==> config.mk <==
export PLATFORM = sky130hd
export DESIGN_NAME = oled_spi_tx
export DESIGN_NICKNAME = d
export VERILOG_FILES = /design/src/rtl/oled_spi_tx.sv
export SDC_FILE = /design/constraint.sdc
export NUM_CORES = 1
export LEC_CHECK = 0
export CAP_MARGIN = 40
export CORE_MARGIN = 5
export CORE_UTILIZATION = 35
export DETAILED_ROUTE_END_ITERATION = 8
export PLACE_DENSITY = 0.51
export SLEW_MARGIN = 40
export SYNTH_ARGS = -nofsm -noshare
export SYNTH_HDL_FRONTEND = slang
export SYNTH_SLANG_ARGS = --single-unit
==> constraint.sdc <==
create_clock -name clock -period 2.3 [get_ports clock]
set_input_delay 0.46 -clock clock [delete_from_list [all_inputs] [get_ports clock]]
set_output_delay 0.46 -clock clock [all_outputs]
set_load 0.005 [all_outputs]
==> src/rtl/oled_spi_tx.sv <==
// oled_spi_tx: power-up sequencer and SPI mode-0 byte transmitter for an OLED panel.
// After reset it holds the panel reset low, waits for the panel to settle, and then
// accepts bytes on a valid/ready handshake. Each byte is shifted out MSB first,
// with data/command select and chip select framing the byte.
// Ports:
//   clock, reset         system clock; asynchronous active-high reset
//   tx_valid/tx_ready    byte handshake (tx_ready asserted only when idle)
//   tx_data, tx_dc       byte to send and its data(1)/command(0) flag
//   oled_clk, oled_mosi  SPI clock and data
//   oled_dc, oled_cs_n   data/command select and active-low chip select
//   oled_rst_n           active-low panel reset
//   init_done            power-up sequence complete
module oled_spi_tx #(
    parameter int unsigned CLK_DIV         = 2,
    parameter int unsigned RST_LOW_CYCLES  = 16,
    parameter int unsigned RST_WAIT_CYCLES = 16
) (
    input  logic       clock,
    input  logic       reset,
    input  logic       tx_valid,
    input  logic [7:0] tx_data,
    input  logic       tx_dc,
    output logic       tx_ready,
    output logic       oled_clk,
    output logic       oled_mosi,
    output logic       oled_dc,
    output logic       oled_cs_n,
    output logic       oled_rst_n,
    output logic       init_done
);

    localparam int unsigned PWR_MAX = (RST_LOW_CYCLES > RST_WAIT_CYCLES) ? RST_LOW_CYCLES
                                                                         : RST_WAIT_CYCLES;
    localparam int unsigned PW      = $clog2(PWR_MAX + 1);
    localparam int unsigned DW      = 8;
    localparam int unsigned BW      = 3;

    typedef enum logic [2:0] {
        RST_LOW,
        RST_WAIT,
        IDLE,
        SHIFT,
        END
    } state_t;

    state_t          state_q, state_d;
    logic [PW-1:0]   pwr_q, pwr_d;
    logic [DW-1:0]   div_q, div_d;
    logic [BW-1:0]   bit_q, bit_d;
    logic [6:0]      shreg_q, shreg_d;   // bits still to send after the one on mosi
    logic            ready_d, sclk_d, mosi_d, dc_d, cs_n_d, rst_n_d, done_d;

    // Next-state and next-output logic; every output is registered below.
    always_comb begin
        state_d = state_q;
        pwr_d   = pwr_q;
        div_d   = div_q;
        bit_d   = bit_q;
        shreg_d = shreg_q;
        ready_d = tx_ready;
        sclk_d  = oled_clk;
        mosi_d  = oled_mosi;
        dc_d    = oled_dc;
        cs_n_d  = oled_cs_n;
        rst_n_d = oled_rst_n;
        done_d  = init_done;

        case (state_q)
            RST_LOW: begin
                if (pwr_q == PW'(RST_LOW_CYCLES - 1)) begin
                    state_d = RST_WAIT;
                    pwr_d   = '0;
                    rst_n_d = 1'b1;
                end else begin
                    pwr_d = pwr_q + PW'(1);
                end
            end
            RST_WAIT: begin
                if (pwr_q == PW'(RST_WAIT_CYCLES - 1)) begin
                    state_d = IDLE;
                    pwr_d   = '0;
                    done_d  = 1'b1;
                    ready_d = 1'b1;
                end else begin
                    pwr_d = pwr_q + PW'(1);
                end
            end
            IDLE: begin
                if (tx_valid && tx_ready) begin
                    state_d = SHIFT;
                    shreg_d = tx_data[6:0];
                    mosi_d  = tx_data[7];
                    dc_d    = tx_dc;
                    cs_n_d  = 1'b0;
                    sclk_d  = 1'b0;
                    ready_d = 1'b0;
                    div_d   = '0;
                    bit_d   = '0;
                end
            end
            SHIFT: begin
                if (div_q == DW'(CLK_DIV - 1)) begin
                    div_d = '0;
                    if (!oled_clk) begin
                        sclk_d = 1'b1;
                    end else begin
                        // Falling edge: advance to the next bit, or finish after bit 0.
                        sclk_d = 1'b0;
                        if (bit_q == BW'(7)) begin
                            state_d = END;
                        end else begin
                            bit_d   = bit_q + BW'(1);
                            mosi_d  = shreg_q[6];
                            shreg_d = {shreg_q[5:0], 1'b0};
                        end
                    end
                end else begin
                    div_d = div_q + DW'(1);
                end
            end
            END: begin
                state_d = IDLE;
                cs_n_d  = 1'b1;
                ready_d = 1'b1;
                mosi_d  = 1'b0;
            end
            default: begin
                state_d = RST_LOW;
            end
        endcase
    end

    // State and output registers.
    always_ff @(posedge clock or posedge reset) begin
        if (reset) begin
            state_q    <= RST_LOW;
            pwr_q      <= '0;
            div_q      <= '0;
            bit_q      <= '0;
            shreg_q    <= '0;
            tx_ready   <= 1'b0;
            oled_clk   <= 1'b0;
            oled_mosi  <= 1'b0;
            oled_dc    <= 1'b0;
            oled_cs_n  <= 1'b1;
            oled_rst_n <= 1'b0;
            init_done  <= 1'b0;
        end else begin
            state_q    <= state_d;
            pwr_q      <= pwr_d;
            div_q      <= div_d;
            bit_q      <= bit_d;
            shreg_q    <= shreg_d;
            tx_ready   <= ready_d;
            oled_clk   <= sclk_d;
            oled_mosi  <= mosi_d;
            oled_dc    <= dc_d;
            oled_cs_n  <= cs_n_d;
            oled_rst_n <= rst_n_d;
            init_done  <= done_d;
        end
    end

endmodule
==> Implementation_results.wiki <==
{| class="wikitable"
! Metric !! Value
|-
| Initial antenna violation count || 0
|-
| Leak || 0.890 nW
|-
| Routed via count || 1262
|-
| Vias in the first global route || 1260
|-
| Aggregate negative setup slack || 0 ns
|-
| Avg Vias per Cell || 4.99
|-
| Most common cell after layout, fill and taps aside || dfrtp_1
|-
| Cell count after synthesis || 160
|-
| Area added between synthesis and finish || 21.7%
|-
| Max Clock Skew || 0.00505 ns
|-
| DRT Wirelength || 3440 um
|-
| Share of the clock period used by the worst path after layout || 83.7%
|-
| Worst setup SP type || register
|-
| Post-synthesis sequential area ratio || 48.3%
|-
| Commonest register cell after synthesis || dfrtp_1
|-
| Total power divided by cell area || 1170 nW/um2
|-
| Synth Area per Inst || 10.7 um2
|-
| FF/Latch Area || 827 um2
|-
| Boundary Pins || 19
|-
| Fraction of final layout cells sized beyond drive strength 1 || 20.4%
|-
| Slew Viols, Final || 0
|-
| Detail Route Antenna Nets || 0
|-
| Library cells used by synthesis || 44
|-
| RSZ-0062 raised after global routing || no
|-
| First-iteration detailed-routing DRC count || 52
|-
| Clock Path Buffers || 2
|-
| Worst voltage drop across the vdd grid || 0.443 mV
|-
| Placed standard-cell area || 1980 um2
|-
| F_max || 519 MHz
|-
| Start-to-end type of the worst setup path || reg2reg
|-
| Number of flops mapped to enable cells by yosys || 0
|-
| Area of all placed cells without fillers || 2080 um2
|-
| Area of the multi-input gates || 815 um2
|-
| CTS tree || yes
|-
| Most frequent cells in the layout || dfrtp_1, clkdlybuf4s50_1, nand2_1
|-
| End-of-flow core utilization || 44.1%
|-
| Buffers and inverters on the worst path || 1
|-
| Number of iterations in the first detailed-routing pass || 4
|-
| Worst-path maximum fanout || 10
|-
| Remaining global-route overflow || 0
|-
| Placeable Area || 4720 um2
|-
| Number of placement rows || 25
|-
| Fin. Hold Viols || 0
|-
| Combined area of all synthesized cells || 1710 um2
|-
| Register clock-pin slew on the reported worst setup and hold paths || 0.07 ns
|-
| H-Tree Level Count || 2
|-
| TritonCTS Buffers || 5
|-
| Total clock sinks || 33
|-
| Sum of net half-perimeters after detailed placement || 2510 um
|-
| Number of buffers inserted to repair setup after CTS || 0
|-
| Synthesized netlist net count || 177
|-
| Layout Nets || 202
|-
| Remaining DRCs || 0
|-
| Total of fill cells in the finished design || 457
|-
| Critical path cell sequence || inv_1 -> ha_1 -> nor4b_4 -> nand4_2 -> o21ai_4 -> mux2_2
|-
| Synthesized flop and latch total || 33
|-
| Number of gates given a new drive strength after cts || 0
|-
| Vertical die dimension || 79.9 um
|-
| DR WL/cell || 13.6 um
|-
| Class of the most critical hold timing path || reg2reg
|-
| Crit path required time || 2.46 ns
|-
| Global Route Usage Sum || 12.5%
|-
| # diodes || 0
|-
| Pin slew with the least headroom to its limit || 0.550 ns
|-
| Relative slew slack || 63.3%
|-
| Clock period minus worst slack || 1.93 ns
|-
| Warnings, synthesis || 0
|-
| Clock root buffer master || clkbuf_8
|-
| Share of synthesized registers carrying an async set or reset || 100%
|-
| Worst path arrival time || 2.09 ns
|-
| Post-CTS Hold Fix Bufs || 0
|-
| Largest net degree at the start of global routing || 23
|-
| Initial core utilization || 36.2%
|-
| CP Capture Type || register
|-
| Chip width || 79.9 um
|-
| Total setup violations reported at the end of the flow || 0
|-
| Slowest stage delay, CP || 0.41 ns
|-
| Clock latency on the worst-skew pair || 0.28 ns
|-
| Area enclosed by the die boundary || 6390 um2
|-
| Last weighted congestion value of the routability-driven placer || 0.797
|-
| Run status || finished, final reports clean
|-
| # port buffers || 18
|-
| Cell family with the largest share of critical-path delay || simple AND/OR/NAND/NOR gates
|-
| Max Cap Violations || 0
|-
| Highest-delay cell along the critical path || dfrtp_1
|-
| Global-route wire length before repair || 6130 um
|}
synth_stat cells, drive strengths merged, types with 2 or more instances:
cell type,number,share of area [%]
nor2,8,1.8
and2b,2,0.95
ha,5,3.7
o21ai,13,4.5
dfrtp,32,47
nor3,5,1.8
buf,2,1.3
nand2,15,3.3
o22ai,2,0.73
a21o,2,0.95
or2,2,0.73
clkbuf,3,1.2
nand4,3,1.5
mux2,14,9.2
nand3,5,1.5
inv,7,1.5
nand3b,2,0.88
mux2i,3,1.8
a31oi,2,0.73
nand2b,5,1.8
a21oi,11,3.2
state kept, by name, indices dropped and copies added, names as in the netlist:
register    count
div_q           8
shreg_q         7
pwr_q           5
bit_q           3
state_q         3
init_done       1
oled_clk        1
oled_cs_n       1
oled_dc         1
oled_mosi       1
oled_rst_n      1
tx_ready        1
metal layers:
metal | global-route usage (%) | wire (um) | up-vias
li1 | - | - | 620
met1 | 17.7 | 1700 | 616
met2 | 17.3 | 1570 | 22
met3 | 4.40 | 145 | 4
met4 | 4.39 | 29 | 0
met5 | 0 | 0 | -
worst paths after layout:
kind / startpoint / to / slack [ns] / cells after the start
worst min-delay path: init_done / init_done / 0.47 / 1
worst max-delay path: div_q[1] / shreg_q[1] / 0.37 / 6
worst max register to register: div_q[1] / shreg_q[1] / 0.37 / 6
max in group asynchronous: reset / state_q[2] / 1.28 / 3
min in group asynchronous: reset / pwr_q[3] / 0.52 / 2
worst min register to register: init_done / init_done / 0.47 / 1
stage by stage:
step | worst slack (ns) | cells | total power, mW | hold slack, ns
global placement | 0.347 | 245 | 1.95 | 0.452
detailed placement | 0.334 | 245 | 1.98 | 0.459
global route | 0.209 | 253 | 2.66 | 0.489
floorplan | 0.518 | 160 | 1.71 | 0.451
finish | 0.374 | 253 | 2.45 | 0.471
CTS | 0.359 | 253 | 2.47 | 0.475
cell families after synthesis:
group	share of synthesized area [%]
muxes	11.0
buffers and inverters	4.09
adders and majority gates	3.65
AOI/OAI and AO/OA	14.1
and+or+nand+nor	17.8
xor gates and xnor gates	1.02
DFF	48.3
power breakdown:
group / switching [mW] / leakage, nW / internal (mW)
clock: 0.208 / 0.0542 / 0.270
combinational: 0.490 / 0.421 / 0.497
sequential: 0.191 / 0.415 / 0.789
total: 0.890 / 0.890 / 1.56
area by class of cell:
type | count | share of cell area [%]
flip-flops and latches | 33 | 39.7
repair buffers | 23 | 11.1
clock inverters | 1 | 0.240
multi-input cells | 115 | 39.1
clock buffers | 7 | 4.62
inverters | 7 | 1.26
well taps | 67 | 4.02
No activity file was read; power rests on OpenSTA's default activity.
